<file path="src/rtl/prog_loader_if.sv">
// rtl/prog_loader_if.sv - byte stream handshake between host byte source and prog_loader
interface prog_loader_if;
  logic       tvalid;
  logic [7:0] tdata;
  logic       tready;

  modport master (output tvalid, output tdata, input tready);
  modport slave  (input tvalid, input tdata, output tready);
endinterface

</file>
<file path="src/rtl/prog_loader.sv">
// rtl/prog_loader.sv - framed byte-stream loader for the 256x8 processor memory, holds CPU until load completes
// Optional CSUM byte and ERR state enabled by defining LOADER_CSUM_EN.
module prog_loader (
  input  logic         i_clk,
  input  logic         i_rst_n,
  prog_loader_if.slave s_in,
  input  logic         i_load_req,
  output logic         o_mem_we,
  output logic [7:0]   o_mem_addr,
  output logic [7:0]   o_mem_wdata,
  output logic         o_cpu_run,
  output logic [7:0]   o_entry_pc,
  output logic         o_busy,
  output logic         o_err
);

  typedef enum logic [2:0] {
    S_IDLE = 3'd0,
    S_ADDR = 3'd1,
    S_LEN  = 3'd2,
    S_DATA = 3'd3,
    S_CSUM = 3'd4,
    S_DONE = 3'd5,
    S_ERR  = 3'd6
  } state_t;

  localparam logic [7:0] SYNC_BYTE = 8'hA5;

  state_t     r_state;
  state_t     w_state_next;
  logic       r_live;
  logic [7:0] r_addr;
  logic [7:0] r_entry_pc;
  logic [8:0] r_cnt;
  logic       r_mem_we;
  logic [7:0] r_mem_addr;
  logic [7:0] r_mem_wdata;
  logic       w_ready;
  logic       w_accept;
  logic       w_last;

  // r_live keeps tready low until the first edge with reset released.
  assign w_ready  = r_live && (r_state inside {S_IDLE, S_ADDR, S_LEN, S_DATA, S_CSUM});
  assign w_accept = s_in.tvalid && w_ready;
  assign w_last   = (r_cnt == 9'd1);

`ifdef LOADER_CSUM_EN
  logic [7:0] r_sum;
  logic [7:0] w_sum_next;

  assign w_sum_next = r_sum + s_in.tdata;

  always_ff @(posedge i_clk) begin
    if (!i_rst_n) begin
      r_sum <= 8'h00;
    end else if (w_accept) begin
      if (r_state == S_IDLE) begin
        r_sum <= 8'h00;
      end else if (r_state inside {S_ADDR, S_LEN, S_DATA}) begin
        r_sum <= w_sum_next;
      end
    end
  end
`endif

  always_comb begin
    w_state_next = r_state;
    case (r_state)
      S_IDLE: if (w_accept && s_in.tdata == SYNC_BYTE) w_state_next = S_ADDR;
      S_ADDR: if (w_accept) w_state_next = S_LEN;
      S_LEN:  if (w_accept) w_state_next = S_DATA;
      S_DATA: begin
        if (w_accept && w_last) begin
`ifdef LOADER_CSUM_EN
          w_state_next = S_CSUM;
`else
          w_state_next = S_DONE;
`endif
        end
      end
      S_CSUM: begin
`ifdef LOADER_CSUM_EN
        if (w_accept) w_state_next = (w_sum_next == 8'h00) ? S_DONE : S_ERR;
`else
        w_state_next = S_IDLE;
`endif
      end
      S_DONE: if (i_load_req) w_state_next = S_IDLE;
      S_ERR:  if (i_load_req) w_state_next = S_IDLE;
      default: w_state_next = S_IDLE;
    endcase
  end

  always_ff @(posedge i_clk) begin
    if (!i_rst_n) begin
      r_state     <= S_IDLE;
      r_live      <= 1'b0;
      r_addr      <= 8'h00;
      r_entry_pc  <= 8'h00;
      r_cnt       <= 9'd0;
      r_mem_we    <= 1'b0;
      r_mem_addr  <= 8'h00;
      r_mem_wdata <= 8'h00;
    end else begin
      r_state  <= w_state_next;
      r_live   <= 1'b1;
      r_mem_we <= 1'b0;
      if (w_accept) begin
        case (r_state)
          S_ADDR: begin
            r_addr     <= s_in.tdata;
            r_entry_pc <= s_in.tdata;
          end
          // LEN of zero encodes a full 256-byte payload.
          S_LEN: r_cnt <= (s_in.tdata == 8'h00) ? 9'd256 : {1'b0, s_in.tdata};
          S_DATA: begin
            r_mem_we    <= 1'b1;
            r_mem_addr  <= r_addr;
            r_mem_wdata <= s_in.tdata;
            r_addr      <= r_addr + 8'd1;
            r_cnt       <= r_cnt - 9'd1;
          end
          default: ;
        endcase
      end
    end
  end

  assign s_in.tready = w_ready;
  assign o_mem_we    = r_mem_we;
  assign o_mem_addr  = r_mem_addr;
  assign o_mem_wdata = r_mem_wdata;
  assign o_cpu_run   = (r_state == S_DONE);
  assign o_entry_pc  = r_entry_pc;
  assign o_busy      = r_state inside {S_ADDR, S_LEN, S_DATA, S_CSUM};
`ifdef LOADER_CSUM_EN
  assign o_err       = (r_state == S_ERR);
`else
  assign o_err       = 1'b0;
`endif

endmodule

</file>
<file path="src/flat_wrapper.sv">
// flat-port wrapper written by rule: the top's interface ports become plain ports
module prog_loader_flat 
  (i_clk, i_rst_n, i_load_req, o_mem_we, o_mem_addr, o_mem_wdata, o_cpu_run, o_entry_pc, o_busy, o_err, s_in_tvalid, s_in_tdata, s_in_tready);
  prog_loader_if s_in_i ();
  input  logic i_clk;
  input  logic i_rst_n;
  input  logic i_load_req;
  output logic o_mem_we;
  output logic [7:0] o_mem_addr;
  output logic [7:0] o_mem_wdata;
  output logic o_cpu_run;
  output logic [7:0] o_entry_pc;
  output logic o_busy;
  output logic o_err;
  input wire logic [$bits(s_in_i.tvalid)-1:0] s_in_tvalid;
  input wire logic [$bits(s_in_i.tdata)-1:0] s_in_tdata;
  output wire logic [$bits(s_in_i.tready)-1:0] s_in_tready;
  assign s_in_i.tvalid = s_in_tvalid;
  assign s_in_i.tdata = s_in_tdata;
  assign s_in_tready = s_in_i.tready;
  prog_loader u_core (.i_clk(i_clk), .i_rst_n(i_rst_n), .s_in(s_in_i), .i_load_req(i_load_req), .o_mem_we(o_mem_we), .o_mem_addr(o_mem_addr), .o_mem_wdata(o_mem_wdata), .o_cpu_run(o_cpu_run), .o_entry_pc(o_entry_pc), .o_busy(o_busy), .o_err(o_err));
endmodule
</file>
<file path="config.mk">
export PLATFORM = sky130hd
export DESIGN_NAME = prog_loader_flat
export DESIGN_NICKNAME = d
export VERILOG_FILES = /design/src/rtl/prog_loader_if.sv /design/src/rtl/prog_loader.sv /design/src/flat_wrapper.sv
export SDC_FILE = /design/constraint.sdc
export NUM_CORES = 1
export LEC_CHECK = 0
export ABC_AREA = 0
export BUFFER_PORTS_ARGS = -buffer_cell sky130_fd_sc_hd__buf_4
export CORE_MARGIN = 2
export CORE_UTILIZATION = 59
export DETAILED_ROUTE_END_ITERATION = 16
export GPL_TIMING_DRIVEN = 1
export PLACE_DENSITY_LB_ADDON = 0.1
export SETUP_SLACK_MARGIN = 0.4
export SLEW_MARGIN = 10
export SYNTH_ARGS = -nofsm -noshare
export SYNTH_HDL_FRONTEND = slang
export SYNTH_SLANG_ARGS = --single-unit
</file>
<file path="constraint.sdc">
create_clock -name i_clk -period 2.8 [get_ports i_clk]
set_clock_uncertainty 0.2 [all_clocks]
set_input_delay 0.28 -clock i_clk [delete_from_list [all_inputs] [get_ports i_clk]]
set_output_delay 0.28 -clock i_clk [all_outputs]
set_load 0.005 [all_outputs]
</file>
**Yosys cells after proc, flatten, opt, wreduce, memory -nomap -nowiden**

Index checks and enable logic that the tools add are counted.
Widths: inputs -> output; s select.

- Reductions and logical operators: 17
- Equal/unequal tests: 13
- $add $sub $neg: 2
- Muxes and demuxes: 11

Operators with widths:

| operator | count |
|---|---|
| $pmux 9 s2 | 1 |
| $pmux 8 s2 | 1 |
| $mux 3 | 5 |
| $pmux 3 s5 | 1 |
| $reduce_and 2->1 | 5 |
| $eq 3x3->1 const B | 3 |
| $eq 9x1->1 const B | 1 |
| $mux 9 | 1 |
| $sub 9x1->9 const B | 1 |
| $add 8x1->8 const B | 1 |
| $eq 8x8->1 const B | 1 |
| $logic_not 8->1 | 1 |
| $eq 3x2->1 const B | 2 |
| $ne 2x1->1 const B | 3 |
| $reduce_and 5->1 | 1 |
| $reduce_bool 5->1 | 1 |
| $logic_and 1x1->1 | 4 |
| $ne 2x2->1 const B | 2 |
| $reduce_bool 2->1 | 2 |
| $reduce_bool 4->1 | 1 |
| $eq 3x1->1 const B | 1 |
| $logic_not 3->1 | 1 |
| $mux 1 | 2 |
| $reduce_or 2->1 | 1 |

- Register bits after elaboration: 46
- Input bits: 12

**Depth between registers and ports, before layout**

- Depth after elaboration: 7
- Depth in mapped cells: 6
- Depth with buffers taken out: 6

**Least setup slack after synthesis**

No wires, ideal clock.

- Kind: register to register
- Start point: register u_core.r_cnt[0]
- End point: register u_core.r_cnt[8]
- Path slack: 1.181 ns
- Stages on the path, launching flop included: 7
- Arrival: 1.293 ns
- Clock period less this slack: 1.619 ns
- Path through: dfxtp_1 inv_1 ha_1 nor3b_1 a21oi_1 o211ai_1 o21ai_0

- Word-level cells in the longest chain between the ends: 2

Ends and longest elaborated chain:

| item | line | text |
|---|---|---|
| from (decl) | prog_loader.sv:34 | `logic [8:0] r_cnt;` |
| from (signal assigned) | prog_loader.sv:115 | `S_LEN: r_cnt <= (s_in.tdata == 8'h00) ? 9'd256 : {1'b0, s_in.tdata};` |
| from (signal assigned) | prog_loader.sv:121 | `r_cnt <= r_cnt - 9'd1;` |
| $sub 9x1->9 | prog_loader.sv:121 |  |
| $pmux 9 s2 | prog_loader.sv:109 | `case (r_state)` |

Every way passes these cells.
A chain may end at the register's enable or synchronous reset.

**Worst setup path after layout**

- Start point: register u_core.r_state[1]
- End point: register u_core.r_addr[6]

- Word-level cells in the longest chain between the ends: 5
- Elaborated cells between the ends (all ways): 11
- Classes of those cells: 4 x eq/ne; 1 x mux; 6 x reduce/logical

Ends and longest elaborated chain:

| item | line | text |
|---|---|---|
| from (decl) | prog_loader.sv:29 | `state_t r_state;` |
| from (signal assigned) | prog_loader.sv:105 | `r_state <= w_state_next;` |
| $eq 3x1->1, or another cell as far along | prog_loader.sv:43, prog_loader.sv:109 |  |
| $reduce_bool 5->1 | prog_loader.sv:43 | `assign w_ready = r_live && (r_state inside {S_IDLE, S_ADDR, S_LEN, S_DATA, S_CSUM});` |
| $logic_and 1x1->1 | prog_loader.sv:43 |  |
| $logic_and 1x1->1 | prog_loader.sv:44 | `assign w_accept = s_in.tvalid && w_ready;` |
| $reduce_and 2->1 (no line) | - |  |
| to (signal assigned) | prog_loader.sv:111 | `r_addr <= s_in.tdata;` |
| to (signal assigned) | prog_loader.sv:120 | `r_addr <= r_addr + 8'd1;` |
| to (decl) | prog_loader.sv:32 | `logic [7:0] r_addr;` |

Parallel ways exist; a longest one is shown, timed or not.

==> metrics.md <==
| Metric | Value |
|---|---|
| Max-slew violations | `0` |
| Post-route non-filler standard cell count | `353` |
| Rel. slew slack | `54.07%` |
| Syn_nets | `287` |
| Final setup violating endpoints | `0` |
| Class of the worst hold path | `in -> reg` |
| Synth warnings | `0` |
| Crit Reg-Reg Startpoint | `u_core.r_state[1]$_SDFFE_PN0P_` |
| R2r setup slk | `0.67 ns` |
| Capturing point of the worst reg2reg path | `u_core.r_addr[6]$_SDFFE_PN0P_` |
| Root Driver | `clkbuf_8` |
| First-pass GRT wire length | `8.556 mm` |
| All-Layer GR Usage | `26.20%` |
| Dpl cells | `344` |
| IO Pins | `41` |
| Startpoint type of the worst setup path | `flop` |
| FP Rows | `22` |
| Vias in the first global route | `1849` |
| Post-CTS setup buffers | `0` |
| Max Clk Rate | `469.5 MHz` |
| NumNets Final | `319` |
| CTS Buf Count | `5` |
| Cell depth of the worst flop-to-flop path | `4` |
| Die extent in y | `64.96 um` |
| Routed vias | `2073` |
| Vias per cell | `5.873` |
| Register area share after synthesis | `42.01%` |
| Flops & latches, synth | `46` |
| Peak supply drop | `0.3409 mV` |
| CP endpoint | `u_core.r_addr[6]$_SDFFE_PN0P_` |
| Die Width | `64.96 um` |
| Cell area after synthesis | `2192 sq um` |
| # fillers | `289` |
| Status | `complete, no violations` |
| DPL Wire Length | `3.519 mm` |
| Synth unique cells | `47` |
| Setup TNS | `0 ns` |
| Hold Violations, Final | `0` |
| Initial antenna violation count | `0` |
| Leak Pwr | `0.9995 nW` |
| CP Launch Point | `u_core.r_state[1]$_SDFFE_PN0P_` |
| Bufs on Longest Clock Path | `2` |
| Die area | `4219 sq um` |
| DRT Pass-1 Iters | `5` |
| Area growth syn-to-layout | `17.24%` |
| Worst-Skew Late Latency | `0.30 ns` |
| Number of synthesized flops with an enable pin | `0` |
| CP max FO | `19` |
| Max-Cap Viols | `0` |
| Mapped Cells | `272` |
| Crit. End Element | `flop` |
| Initial drt markers | `153` |
| Clock Sinks | `46` |
| Final wirelength | `5.181 mm` |
| Least-Margin Pin Slew | `0.6874 ns` |
| Pin count of the biggest net entering global routing | `38` |
| ANT cells | `0` |
| CP Data Arrival Time | `2.13 ns` |
| Port Buffers | `39` |
| FFs w/ async S/R, synth | `0%` |
| Starting density of the core | `60.79%` |
| Worst Setup Path Type | `reg -> reg` |
| Fin crit share | `76.07%` |
| CTS tree | `yes` |
| Critical Path RT | `2.80 ns` |
| RD Place Congestion | `0.8438` |
| Top FF cell, synth | `dfxtp_1` |
| Number of antenna-violating nets in the routed design | `0` |
| Core area | `3606 sq um` |
| Overflow after GRT | `0` |
| Pwr dens | `465.3 nW/um^2` |
| Htree depth | `2` |
| Number of remaining DRC errors | `0` |
| Unrepaired setup endpoints after global routing | `no` |
| Min Tclk post-route | `2.130 ns` |
| Share of layout cells above drive strength 1 | `19.34%` |
| Drt wl/cell | `14.68 um` |
| CTS clock-pin slew for the worst setup and hold paths | `0.08 ns` |
| Mapped Avg Cell Area | `8.059 sq um` |
kinds of logic (layout without fill, tap and decap cells):
family / Yosys count / in the layout / synth area share, %
adders and majority gates: 3 / 3 / 1.713
buffers and inverters: 20 / 53 / 5.194
xor gates and xnor gates: 2 / 2 / 0.7992
DFF: 46 / 46 / 42.01
AOI/OAI and AO/OA: 79 / 79 / 21.12
other: 1 / 1 / 0.1711
and+or+nand+nor: 121 / 121 / 29.00
stage by stage:
| step | cell area (sq um) | util, % | hold slack, ns | total power (W) | worst slack (ns) |
|---|---|---|---|---|---|
| after floorplan | 2192 | - | 0.1077 | 0.0006886 | 1.181 |
| after global placement | 2450 | 67.94 | 0.2424 | 0.0007170 | 0.7672 |
| after detailed placement | 2450 | 67.94 | 0.2505 | 0.0007167 | 0.6939 |
| after CTS | 2570 | 71.27 | 0.05512 | 0.001203 | 0.6932 |
| after global routing | 2570 | 71.27 | 0.05067 | 0.001237 | 0.4662 |
| final | 2570 | 71.27 | 0.06554 | 0.001196 | 0.6702 |
final cells by class:
cell class,count,area (sq um),area share [%]
Tap cell,48,60.06,2.337
Multi-Input combinational cell,206,1157,45.03
Sequential cell,46,920.9,35.83
Clock inverter,2,37.54,1.461
Inverter,5,18.77,0.7303
Timing Repair Buffer,40,302.8,11.78
Clock buffer,6,72.57,2.824
registers in the layout, summed over array words and instances (netlist names):
register and flops:
u_core.r_cnt 9, u_core.o_mem_we 1, u_core.r_addr 8, u_core.r_state 3, u_core.o_mem_wdata 8, u_core.o_entry_pc 8, u_core.o_mem_addr 8, u_core.r_live 1
cells in the final DEF (no fill, tap or decap), types with 2 or more instances in the layout:
cell and n:
nand4b_4 2, o211ai_1 3, o21ai_0 15, buf_4 39
nor3b_1 4, nand2_2 2, o21a_1 2, dfxtp_1 46
nand2_1 73, and3_1 2, a21oi_1 39, and4b_1 2
nor3_1 6, nor2_1 9, clkbuf_8 5, o22ai_1 3
a31oi_1 4, o32ai_1 2, nand4_1 2, nand3_1 6
nor4_1 3, o311ai_1 2, inv_1 4, a21oi_2 3
ha_1 3
how the worst min path moves through the flow:
stage / depth (start not counted) / slack (ns) / startpoint / to
after CTS: 3 / 0.06 / s_in_tdata[3] / u_core.o_mem_wdata[3]$_SDFFE_PN0P_
final: 3 / 0.07 / s_in_tdata[3] / u_core.o_mem_wdata[3]$_SDFFE_PN0P_
after floorplan: 0 / 0.11 / i_rst_n / u_core.r_live$_DFF_P_
after global placement: 2 / 0.24 / u_core.o_mem_addr[2]$_SDFFE_PN0P_ / u_core.o_mem_addr[2]$_SDFFE_PN0P_
after global routing: 3 / 0.05 / s_in_tdata[4] / u_core.o_mem_wdata[4]$_SDFFE_PN0P_
after detailed placement: 2 / 0.25 / u_core.o_mem_addr[3]$_SDFFE_PN0P_ / u_core.o_mem_addr[3]$_SDFFE_PN0P_
power breakdown:
| group | total [W] | internal (W) | switching (W) |
|---|---|---|---|
| logic | 0.0000466 | 0.0000165 | 0.0000301 |
| registers | 0.000656 | 0.000654 | 0.00000223 |
| clock network | 0.000493 | 0.000266 | 0.000227 |
| total | 0.00120 | 0.000937 | 0.000259 |
layer usage:
metal	global-route usage (%)	wire [um]	share of wire (%)
met4	12.50	86	1.7
met1	35.51	2378	46
met3	4.861	377	7.3
met2	40.08	2339	45
met5	0	0	0
critical path: stages, from the launching register on:
cell     delay, ns
dfxtp_1       0.63
and3b_1       0.51
nand2_2       0.34
nor3_1        0.26
nor3_1        0.07
synth_stat cells (2+ instances only):
| library cell | count | area, sq um |
|---|---|---|
| a21oi_1 | 39 | 195.2 |
| o311ai_1 | 2 | 17.52 |
| nor2_1 | 9 | 33.78 |
| nand4b_4 | 2 | 47.55 |
| nor3_1 | 6 | 30.03 |
| inv_1 | 4 | 15.01 |
| nand2_2 | 2 | 12.51 |
| buf_2 | 4 | 20.02 |
| nand3_1 | 6 | 30.03 |
| a21oi_2 | 3 | 26.28 |
| and3_1 | 2 | 12.51 |
| o32ai_1 | 2 | 17.52 |
| and4b_1 | 2 | 20.02 |
| nor4_1 | 3 | 18.77 |
| buf_4 | 3 | 22.52 |
| nor3b_1 | 4 | 30.03 |
| o22ai_1 | 3 | 18.77 |
| nand4_1 | 2 | 12.51 |
| nand2_1 | 73 | 274.0 |
| clkbuf_1 | 5 | 18.77 |
| dfxtp_1 | 46 | 920.9 |
| buf_6 | 3 | 33.78 |
| a31oi_1 | 4 | 25.02 |
| o211ai_1 | 3 | 22.52 |
| o21a_1 | 2 | 15.01 |
| o21ai_0 | 15 | 75.07 |
| ha_1 | 3 | 37.54 |
timing repair:
item	in CTS	in global routing
endpoints found under the hold margin	1	0
gates resized for setup	0	0
hold buffers	1	0
No activity file was read; power rests on OpenSTA's default activity.
